===== src/rtl/sobol_sched_pkg.sv =====
// sobol_sched_pkg: shared state encoding, default sizes and one-hot decode for the Sobol bitstream scheduler
package sobol_sched_pkg;
  typedef enum logic [1:0] {IDLE, CLEAR, RUN, DONE} sched_state_t;
  localparam int DEF_INWD = 8;
  localparam int DEF_NREQ = 4;
  function automatic int onehot2idx(input logic [31:0] oh);
    onehot2idx = 0;
    for (int i = 0; i < 32; i++) if (oh[i]) onehot2idx = i;
  endfunction
endpackage


===== src/rtl/sobol_bs_sched_rr_arbiter.sv =====
// rr_arbiter: combinational round-robin pick of the first request at or after ptr
module rr_arbiter import sobol_sched_pkg::*; #(
  parameter int NREQ    = DEF_NREQ,
  parameter int LOGNREQ = 2
) (
  input  logic [NREQ-1:0]    req,
  input  logic [LOGNREQ-1:0] ptr,
  output logic [NREQ-1:0]    gnt,
  output logic [LOGNREQ-1:0] idx
);
  always_comb begin
    gnt = '0;
    // scanning from the far end lets the candidate nearest ptr win
    for (int k = NREQ - 1; k >= 0; k--)
      if (req[(int'(ptr) + k) % NREQ]) gnt = NREQ'(1) << ((int'(ptr) + k) % NREQ);
    idx = LOGNREQ'(onehot2idx(32'(gnt)));
  end
endmodule


===== src/rtl/sobol_bs_sched.sv =====
// sobol_bs_sched: round-robin share of one Sobol RNG, streaming rng_seq < value bitstreams per requester
// optional SOBOL_BS_SCHED_ONESCNT_EN adds a per-stream ones counter output
module sobol_bs_sched import sobol_sched_pkg::*; #(
  parameter int INWD    = DEF_INWD,
  parameter int NREQ    = DEF_NREQ,
  parameter int LOGNREQ = 2
) (
  input  logic                 clk,
  input  logic                 rst,
  input  logic [NREQ-1:0]      req,
  input  logic [NREQ*INWD-1:0] req_val,
  output logic [NREQ-1:0]      grant,
  output logic                 rng_clr,
  output logic                 rng_en,
  input  logic [INWD-1:0]      rng_seq,
  output logic                 bit_out,
  output logic                 bit_valid,
  output logic [LOGNREQ-1:0]   bit_id,
  output logic                 done,
  output logic [LOGNREQ-1:0]   done_id
`ifdef SOBOL_BS_SCHED_ONESCNT_EN
  ,output logic [INWD:0]       ones_cnt
`endif
);
  sched_state_t state, state_nxt;
  logic [LOGNREQ-1:0] ptr, owner, arb_idx;
  logic [NREQ-1:0] arb_gnt;
  logic [INWD-1:0] val;
  logic [INWD:0] cnt;
  logic abort, last, run_ok;

  rr_arbiter #(.NREQ(NREQ), .LOGNREQ(LOGNREQ)) u_arb (
    .req(req),
    .ptr(ptr),
    .gnt(arb_gnt),
    .idx(arb_idx)
  );

  always_comb begin
    last = cnt == {1'b0, {INWD{1'b1}}};
    abort = (state == CLEAR || state == RUN) && !req[owner];
    run_ok = state == RUN && !abort;
    rng_clr = state == CLEAR;
    rng_en = state == RUN;
    state_nxt = abort ? IDLE
              : state == IDLE ? (|req ? CLEAR : IDLE)
              : state == CLEAR ? RUN
              : state == RUN ? (last ? DONE : RUN)
              : IDLE;
  end

  always_ff @(posedge clk) begin
    if (rst) begin
      state <= IDLE;
      ptr <= '0;
      owner <= '0;
      val <= '0;
      cnt <= '0;
      grant <= '0;
      bit_out <= 1'b0;
      bit_valid <= 1'b0;
      bit_id <= '0;
      done <= 1'b0;
      done_id <= '0;
`ifdef SOBOL_BS_SCHED_ONESCNT_EN
      ones_cnt <= '0;
`endif
    end else begin
      state <= state_nxt;
      bit_valid <= run_ok;
      bit_out <= run_ok && rng_seq < val;
      bit_id <= owner;
      done <= state == DONE;
      cnt <= state == RUN ? cnt + 1'b1 : '0;
      if (state == DONE) begin
        done_id <= owner;
        ptr <= owner == LOGNREQ'(NREQ - 1) ? '0 : owner + 1'b1;
      end
      if (state == IDLE && |req) begin
        owner <= arb_idx;
        val <= req_val[arb_idx*INWD +: INWD];
        grant <= arb_gnt;
      end else if (state == DONE || abort) grant <= '0;
`ifdef SOBOL_BS_SCHED_ONESCNT_EN
      if (state == CLEAR) ones_cnt <= '0;
      else if (bit_valid && bit_out) ones_cnt <= ones_cnt + 1'b1;
`endif
    end
  end
endmodule


===== config.mk =====
export PLATFORM = sky130hd
export DESIGN_NAME = sobol_bs_sched
export DESIGN_NICKNAME = d
export VERILOG_FILES = /design/src/rtl/sobol_sched_pkg.sv /design/src/rtl/sobol_bs_sched_rr_arbiter.sv /design/src/rtl/sobol_bs_sched.sv
export SDC_FILE = /design/constraint.sdc
export NUM_CORES = 1
export LEC_CHECK = 0
export CAP_MARGIN = 20
export CORE_MARGIN = 2
export CORE_UTILIZATION = 25
export CTS_BUF_LIST = sky130_fd_sc_hd__clkbuf_4
export DETAILED_ROUTE_END_ITERATION = 8
export HOLD_SLACK_MARGIN = 0.03
export PLACE_DENSITY_LB_ADDON = 0.15
export SETUP_SLACK_MARGIN = 0.3
export SYNTH_ARGS = -nofsm -noshare
export SYNTH_HDL_FRONTEND = slang
export SYNTH_SLANG_ARGS = --single-unit

===== constraint.sdc =====
create_clock -name clk -period 2.73 [get_ports clk]
set_input_delay 0.4095 -clock clk [delete_from_list [all_inputs] [get_ports clk]]
set_output_delay 0.4095 -clock clk [all_outputs]
set_load 0.05 [all_outputs]

==> flow_metrics.py <==
metrics = {
    "place": {
        "place_area_um2": 3280,
        "io_buffers": 58,
        "hpwl_um": 5390,
        "gp_congestion": 0.868,
        "dp_cells": 437,
    },
    "critical_path": {
        "endpoint": "val[3]",
        "cp-startpoint": "ptr[0]",
        "worstReg2RegEnd": "val[3]",
        "cp.arrival_ns": 2.76,
        "cp-end-kind": "flop",
        "r2r_slack_ns": 0.22,
        "critical_path_buf_inv_count": 3,
        "crit_chain": "inv_4 -> ha_4 -> mux4_2 -> a31o_1 -> a221o_1 -> buf_6 -> a221oi_4 -> buf_6 -> o21ai_2 -> a221oi_2",
        "path_max_fanout": 6,
        "crit_type": "flop to flop",
        "regToRegStartpoint": "ptr[0]",
        "cp.depth": 10,
        "path_common_cell": "buf_6",
        "crit_required_ns": 2.98,
        "cp_top_family": "compound AO/OA/AOI/OAI gates",
        "worstSetupStartpointType": "flop",
        "r2r_cells": 10,
        "slowest_delay_ns": 0.39,
        "crit_slowest_cell": "dfxtp_4",
    },
    "logic_synthesis": {
        "synth.avg_cell_area_um2": 9.17,
        "ys_seq_area_share_pct": 29.5,
        "netlist-cell-type-count": 49,
        "synth_top_cell_by_area": "dfxtp_1",
        "synth_flop_cell": "dfxtp_1",
        "syn_area_um2": 2310,
        "syn_nets": 318,
        "synth_seq_cells": 34,
        "synthTopCellsByArea": "dfxtp_1 (29%), ha_1 (11%), a221oi_2 (5.2%), mux4_2 (4.9%), nor2_1 (4.1%)",
        "ys_warn_count": 0,
        "synth_top_area_share_pct": 29.5,
        "synth-edff-count": 0,
        "netlist_instances": 252,
        "ys_async_sr_fraction_pct": 0,
    },
    "power_and_ir_drop": {
        "pwr-share-clk_pct": 22.2,
        "power_uw": 1640,
        "swShare_pct": 34.7,
        "peakVddDrop_v": 0.000220,
        "switching_power_uw": 567,
        "power_density_nw_per_um2": 461,
        "p_seq_share_pct": 34.9,
        "p_comb_share_pct": 42.9,
        "leakage_uw": 0.00134,
        "p_int_uw": 1070,
    },
    "die": {
        "fp.dieW_um": 100,
        "io_pins": 59,
        "die_area_um2": 10000,
        "die_h_um": 100,
        "rows": 35,
        "start_util_pct": 25.4,
        "core_area_um2": 9110,
    },
    "clock_network": {
        "cts_buffers": 5,
        "cts_tree": "built",
        "h-tree-depth": 2,
        "clk_pin_slew_ns": 0.13,
        "cts.sinks": 34,
        "holdBufCountCts": 0,
        "clk_latency_ns": 0.34,
        "cts_root_buf": "clkbuf_4",
        "clk_path_buf_depth": 2,
    },
    "timing": {
        "final_max_slew_viol_count": 0,
        "worstMarginPinSlew_ns": 0.503,
        "setup_violations": 0,
        "max_freq_mhz": 399,
        "rsz0062_at_grt": "true",
        "slew_headroom_pct": 66.4,
        "fin_setup_tns_ns": 0,
        "period_needed_ns": 2.51,
        "hold_violations": 0,
        "finClkSkew_ns": 0.0192,
        "fin_crit_sh_pct": 91.8,
    },
    "cells_and_area": {
        "diodes": 0,
        "final_cell_mix": "clkdlybuf4s50_1 (57), dfxtp_1 (32), buf_4 (27)",
        "final_nets": 408,
        "drive_gt1_share_pct": 25.1,
        "layout_commonest_cell": "clkdlybuf4s50_1",
        "design_area_um2": 3550,
        "stdcell_count": 453,
        "areaGrowthSynthToFinish_pct": 53.6,
    },
    "global_route": {
        "grt_max_degree": 18,
        "antenna_found_initial": 0,
        "grt_usage_pct": 14.5,
        "grt_pass1_vias": 2254,
        "grt_pass1_wl_um": 11300,
        "grt.overflow.total": 0,
    },
    "detailed_routing": {
        "vias": 2269,
        "drt_iter0_drc": 104,
        "vias_per_cell": 5.01,
        "ant_nets": 0,
        "wire_per_inst_um": 16.0,
        "wirelength_um": 7230,
        "dr.pass1.iters": 5,
        "drc": 0,
    },
    "run": {
        "maxCapViolCount": 0,
    },
    "outcome": {
        "status": "finished clean",
    },
    "min_path": {
        "worstHoldPathType": "flop to flop",
    },
}
[worst min-delay path by stage]
stage,startpoint,to,slack [ns],cells past startpoint
2_1_floorplan,cnt[0],cnt[0],0.42,1
3_3_place_gp,cnt[0],cnt[0],0.44,1
3_5_place_dp,cnt[0],cnt[0],0.45,1
4_1_cts,cnt[0],cnt[0],0.46,1
5_1_grt,cnt[0],cnt[0],0.49,1
6_report,cnt[0],cnt[0],0.46,1
[flip-flops by register name, summed over array words and instances (netlist names)]
name and flops:
done 1, grant 4, cnt 9, ptr 2
owner 2, bit_out 1, state 2, bit_id 2
val 8, bit_valid 1, done_id 2
[timing repair]
item                                    in CTS  in global routing
gates resized for setup                     16                 19
gates cloned                                 1                  0
endpoints found under the setup margin      10                 11
setup buffers                                5                  3
pin swaps                                   11                 10
[worst reg2reg max path: cells and delay by family, from the launching register on]
family,cells,cell delay [ns]
buf+inv,3,0.35
mux,1,0.32
fa+ha+maj,1,0.28
flops,1,0.39
compound gates,5,1.07
[cells by family (layout without fill, tap and decap cells)]
| group | Yosys count | count (layout) | share of synthesized area [%] |
|---|---|---|---|
| mux | 14 | 15 | 8.88 |
| compound gates | 79 | 79 | 29.6 |
| simple gates | 72 | 72 | 14.3 |
| buf+inv | 29 | 118 | 5.41 |
| fa+ha+maj | 20 | 20 | 10.8 |
| xor+xnor | 4 | 4 | 1.52 |
| flops | 34 | 34 | 29.5 |
[final cells by class]
class                      instances  area, um2
multi-input combinational        190       1680
tap                              111        139
fill                             941       5560
clock buffer                       5       37.5
timing repair buffer              94        901
clock inverter                     2       33.8
inverter                          17       68.8
sequential                        34        688
[cell usage after synthesis (2+ instances only)]
master    instances
mux2_2            2
mux4_2            5
or3_1             2
a21oi_2           2
and3_1            2
a21o_1            4
a22oi_1           3
a21oi_1           6
nand3_1           4
a211oi_1          3
and2_1            3
a31o_1            2
nor2b_1           5
dfxtp_1          34
ha_1             20
mux2i_1           7
buf_6             2
inv_1            17
xor2_1            3
nor2_1           25
nand2_1          23
a221oi_1          7
nand2b_1          4
a22o_1            2
a32o_1            8
a221oi_2          8
o22ai_1           2
clkbuf_1          8
o21ai_1           8
o21ai_0          10
a221o_1           3
[through the flow]
stage	hold WS (ns)	worst slack, ns	utilization [%]
floorplan	0.418	-0.0230	-
global placement	0.436	-0.185	36.0
detailed placement	0.445	-0.196	36.0
CTS	0.464	0.233	38.0
global route	0.485	0.137	39.0
finish	0.459	0.224	39.0
[layer usage]
metal / track usage (%) / wire length (um) / vias up / part of all wire (%)
li1: - / - / 1128 / -
met1: 18.9 / 3340 / 1068 / 46
met2: 23.7 / 3390 / 64 / 47
met3: 3.48 / 387 / 9 / 5.4
met4: 4.74 / 114 / 0 / 1.6
met5: 0 / 0 / - / 0
[power groups by stage]
stage	clock network (uW)	registers (uW)	logic [uW]
3_5_place_dp	0	584	652
5_1_grt	401	579	762
2_1_floorplan	0	613	364
4_1_cts	377	572	685
3_3_place_gp	0	583	646
6_report	364	571	702
Power figures use the tool's default switching activity.
